### config.mk
export PLATFORM = sky130hd
export DESIGN_NAME = cnn_spike_tx
export DESIGN_NICKNAME = d
export VERILOG_FILES = /design/src/rtl/cnn_spike_tx.sv
export SDC_FILE = /design/constraint.sdc
export NUM_CORES = 1
export LEC_CHECK = 0
export CAP_MARGIN = 5
export CORE_MARGIN = 4
export CORE_UTILIZATION = 33
export CTS_CLUSTER_DIAMETER = 150
export DETAILED_ROUTE_END_ITERATION = 6
export PLACE_DENSITY_LB_ADDON = 0.08
export SYNTH_ARGS = -nofsm -noshare
export SYNTH_HDL_FRONTEND = slang
export SYNTH_SLANG_ARGS = --single-unit
### constraint.sdc
create_clock -name clk -period 2.4 [get_ports clk]
set_input_delay 0.24 -clock clk [delete_from_list [all_inputs] [get_ports clk]]
set_output_delay 0.24 -clock clk [all_outputs]
set_load 0.02 [all_outputs]
### src/rtl/cnn_spike_tx.sv
// AER transmit encoder: scans a CNN feature buffer and offers one time-to-first-spike
// event per feature above threshold, then holds the last-pixel flag until inference completes.
module cnn_spike_tx #(
  parameter int NUM_FEATURES = 320,
  parameter int DATA_W       = 32,
  parameter int ADDR_W       = 9,
  parameter int T_MAX        = 255,
  parameter int SHIFT        = 0,
  parameter int THRESH       = 0
) (
  input  logic                     clk,
  input  logic                     rst_n,
  input  logic                     i_start,
  output logic                     o_busy,
  output logic [ADDR_W-1:0]        o_fm_addr,
  input  logic signed [DATA_W-1:0] i_fm_rdata,
  output logic                     o_spike_valid,
  output logic [DATA_W-1:0]        o_spike_time,
  output logic [ADDR_W-1:0]        o_spike_addr,
  input  logic                     i_spike_ack,
  output logic                     o_last_pixel_sent,
  input  logic                     i_inference_done,
  output logic [ADDR_W:0]          o_spike_count,
  output logic                     o_done
);

  typedef enum logic [2:0] {IDLE, FETCH, EVAL, OFFER, FINAL, LAST} state_t;

  localparam logic signed [DATA_W-1:0] TMAX_S    = DATA_W'(T_MAX);
  localparam logic signed [DATA_W-1:0] THRESH_S  = DATA_W'(THRESH);
  localparam logic [ADDR_W-1:0]        LAST_ADDR = ADDR_W'(NUM_FEATURES - 1);

  state_t               state, state_nxt;
  logic [ADDR_W-1:0]    addr;
  logic [ADDR_W:0]      count;
  logic                 dummy;
  logic [DATA_W-1:0]    spike_time;
  logic [ADDR_W-1:0]    spike_addr;
  logic                 done_q;
  logic                 fire;
  logic                 fires_spike;
  logic                 at_last;
  logic                 need_dummy;

  // Larger features fire earlier; the shifted value is clamped so time stays in [0, T_MAX].
  function automatic logic [DATA_W-1:0] encode_time(input logic signed [DATA_W-1:0] v);
    logic signed [DATA_W-1:0] s;
    s = v >>> SHIFT;
    if (s < 0)
      s = '0;
    else if (s > TMAX_S)
      s = TMAX_S;
    return $unsigned(TMAX_S - s);
  endfunction

  assign fire        = (state == OFFER) && i_spike_ack;
  assign fires_spike = i_fm_rdata > THRESH_S;
  assign at_last     = (addr == LAST_ADDR);
  assign need_dummy  = (count == '0) && !dummy;

  always_ff @(posedge clk or negedge rst_n) begin
    if (!rst_n)
      state <= IDLE;
    else
      state <= state_nxt;
  end

  always_comb begin
    state_nxt = state;
    case (state)
      IDLE:  if (i_start) state_nxt = FETCH;
      FETCH: state_nxt = EVAL;
      EVAL: begin
        if (fires_spike)  state_nxt = OFFER;
        else if (at_last) state_nxt = FINAL;
        else              state_nxt = FETCH;
      end
      OFFER: if (i_spike_ack) state_nxt = (dummy || at_last) ? FINAL : FETCH;
      FINAL: state_nxt = need_dummy ? OFFER : LAST;
      LAST:  if (i_inference_done) state_nxt = IDLE;
      default: state_nxt = IDLE;
    endcase
  end

  always_ff @(posedge clk or negedge rst_n) begin
    if (!rst_n) begin
      addr       <= '0;
      count      <= '0;
      dummy      <= 1'b0;
      spike_time <= '0;
      spike_addr <= '0;
      done_q     <= 1'b0;
    end else begin
      done_q <= (state == LAST) && i_inference_done;
      case (state)
        IDLE: begin
          if (i_start) begin
            addr  <= '0;
            count <= '0;
            dummy <= 1'b0;
          end
        end
        EVAL: begin
          if (fires_spike) begin
            spike_time <= encode_time(i_fm_rdata);
            spike_addr <= addr;
          end else if (!at_last) begin
            addr <= addr + ADDR_W'(1);
          end
        end
        OFFER: begin
          if (fire) begin
            if (!dummy)
              count <= count + (ADDR_W + 1)'(1);
            if (!dummy && !at_last)
              addr <= addr + ADDR_W'(1);
          end
        end
        // An all-silent frame still emits one spike so the consumer starts its inference.
        FINAL: begin
          if (need_dummy) begin
            dummy      <= 1'b1;
            spike_addr <= '0;
            spike_time <= DATA_W'(T_MAX);
          end
        end
        default: ;
      endcase
    end
  end

  assign o_busy            = (state != IDLE);
  assign o_fm_addr         = addr;
  assign o_spike_valid     = (state == OFFER);
  assign o_spike_time      = spike_time;
  assign o_spike_addr      = spike_addr;
  assign o_last_pixel_sent = (state == LAST);
  assign o_spike_count     = count;
  assign o_done            = done_q;

endmodule

==> reports/qor.csv <==
metric,value,unit
Leak,1.91,nW
Die X,103,um
largest net degree at the start of global routing,35,
Worst Skew,0.00834,ns
sw frac,0.358,
Net Switching,1.51,mW
Post-Layout Cell Count,498,
fraction of the mapped netlist area in adder cells,0.0170,
CTS Root Cell,clkbuf_8,
status,"complete, no violations",
CP Launch Type,flop,
synthesized cell area,2950,um2
worst stage delay on the critical path,0.74,ns
Final period util,0.905,
first-pass GRT wire length,11900,um
Worst Setup End Kind,flop,
compound-gate portion of the synthesized area,0.195,
largest family of logic cells by synthesized area,compound AO/OA/AOI/OAI gates,
area of the multi-input gates,1240,um2
post-place setup slack,-0.0398,ns
RSZ-0062 raised after global routing,false,
Commonest cells post-synth,"dfrtp_1 (65), nor2_1 (19), o21ai_0 (18)",
port bufs,100,
simple-gate share of the synthesized area,0.183,
final hold vios,0,
Yosys top cell area share,0.552,
crit-path cells,or3_1 -> a311oi_4 -> nor2_2 -> buf_12 -> a22o_1,
Worst path depth,5,
crit path kind,reg -> reg,
Hold Path Class,in -> async,
GRT Residual Overflow,0,
CTS buffer count,9,
register share of total power,0.351,
Resize count post-CTS,0,
# fillers,794,
initial DRC count,77,
register area share after synthesis,0.552,
Cell Rows,34,
Crit. Startpoint,state[2],
Least-Margin Pin Slew,0.880,ns
clock slew at reported path FFs,0.08,ns
Total Wirelength,7400,um
clk sinks,65,
WL/cell,14.9,um
Area Overhead vs Synth,48.3,%
H-tree depth,3,
Core ar.,8720,um2
GPL Wtd Cong,0.778,
Die Y,103,um
crit path buf inv count,1,
Seq. cell area,1630,um2
hpwl dp,5350,um
Mapped Cells,269,
PD cells,964,nW/um2
CTS Buffer Depth,2,
Final min period,2.17,ns
Clock Power Share,0.234,
initial antenna violation count,0,
PnR worst setup slack,0.228,ns
nets,426,
"count leader, synth",dfrtp_1,
Slew HR,0.413,
I/O pin total,101,
Int Power,2.71,mW
CP max FO,34,
Worst R2R Path Depth,5,
Main synth FF type,dfrtp_1,
WP data arrival,2.39,ns
crit-path leading delay family,compound AO/OA/AOI/OAI gates,
CTS tree,yes,
mean post-synth cell area,11.0,um2
# setup viols final,0,
mux share of post-synthesis cell area,0,
n_diodes,0,
combinational share of power,0.415,
Cell variety after synth,50,
Post-Synth XOR/XNOR Area,0.0238,
yosys warns,0,
Max Cap Viol,0,
final slew viol count,0,
Crit-path slowest cell,a311oi_4,
Max Fclk,460,MHz
layout cell share with drive strength beyond 1,0.103,
Synth area leader,dfrtp_1,
via count,2505,
Die ar.,10500,um2
#FFs+latches synth,65,
Final ANT Viol Nets,0,
Residual DRC,0,
vias in the first global route,2418,
synth top area cells,"dfrtp_1 (55%), o21a_1 (3.3%), o21ai_0 (3.1%), a22o_1 (3.0%), and2_1 (3.0%)",
Critical Path RT,2.62,ns
maximum vdd drop,0.000383,V
Vias/cell,5.03,
clk_lat worst skew,0.33,ns
FF-to-FF Start,state[2],
Starting Density,0.338,
first-pass iteration count of the detailed router,4,
Tot GR Track Use,0.146,
number of flops mapped to enable cells by yosys,0,
placed cells,481,
asr flop ratio synth,1.00,
==> power groups by stage <==
stage | Combinational [mW] | Sequential [mW] | Clock, mW
CTS | 1.78 | 1.48 | 1.02
global placement | 1.75 | 1.50 | 0
detailed placement | 1.77 | 1.50 | 0
floorplan | 0.677 | 1.76 | 0
global route | 1.92 | 1.51 | 1.06
finish | 1.75 | 1.48 | 0.986
==> stage by stage <==
step	area [um2]	hold WS, ns	util	power [mW]	setup TNS, ns
after floorplan	2950	-0.0556	-	2.44	0
after global placement	4150	0.270	0.476	3.25	-0.174
after detailed placement	4150	0.271	0.476	3.27	-1.08
after CTS	4370	0.431	0.501	4.29	0
after global routing	4370	0.479	0.501	4.50	0
final	4370	0.427	0.501	4.22	0
==> logic make-up (layout without fill, tap and decap cells) <==
kind of cell / count (synthesis) / after routing
and+or+nand+nor: 96 / 96
AOI/OAI and AO/OA: 77 / 77
DFF: 65 / 65
buffers and inverters: 18 / 138
xor gates and xnor gates: 8 / 8
adders and majority gates: 4 / 4
other: 1 / 2
==> sequential cells by signal, summed over array words and instances (netlist names) <==
name and count:
o_spike_time 32, o_spike_count 10, o_fm_addr 9, o_spike_addr 9, state 3, dummy 1, o_done 1
==> layout make-up <==
cell class / count / share of cell area
repair buffers: 117 / 0.260
multi-input cells: 187 / 0.284
inverters: 5 / 0.00429
clock inverters: 5 / 0.0137
well taps: 108 / 0.0309
clock buffers: 11 / 0.0346
flip-flops and latches: 65 / 0.372
==> path summary, 6_finish.rpt <==
path                                    end  slack [ns]
hold reg to reg            o_spike_time[28]        0.48
setup reg to reg            o_spike_addr[4]        0.23
setup / recovery            o_spike_addr[4]        0.23
min in group clk           o_spike_time[28]        0.48
hold / removal              o_spike_addr[6]        0.43
max in group asynchronous   o_spike_addr[2]        1.23
==> cells in the final DEF (no fill, tap or decap), drive strengths merged, types with 2 or more instances in the layout <==
master          n
nor2b           2
clkbuf         11
nand2          15
xor2            8
a21oi           3
buf            17
o21a           13
or3             3
nand4           3
nor2           22
nand3          12
a22o           10
a21o           11
or4b            2
a31oi           2
o221ai          2
and3            2
o21ai          20
nor3            2
inv             7
or4             5
conb            2
o211ai          3
o21bai          2
or3b            2
o32a            4
dfrtp          65
ha              4
nor4            5
clkdlybuf4s50  99
and2           14
==> timing repair <==
action / CTS / global route
hold endpoints to repair: 23 / 0
endpoints found under the setup margin: 0 / 11
hold buffers: 1 / 0
buffers inserted: 0 / 0
==> per-layer routing <==
layer | GRT usage | wire length (um)
met3 | 0.0507 | 624
met5 | 0 | 0
met2 | 0.217 | 3380
met1 | 0.197 | 3300
met4 | 0.0515 | 92
Note: power is estimated with default switching activity, not from simulation.
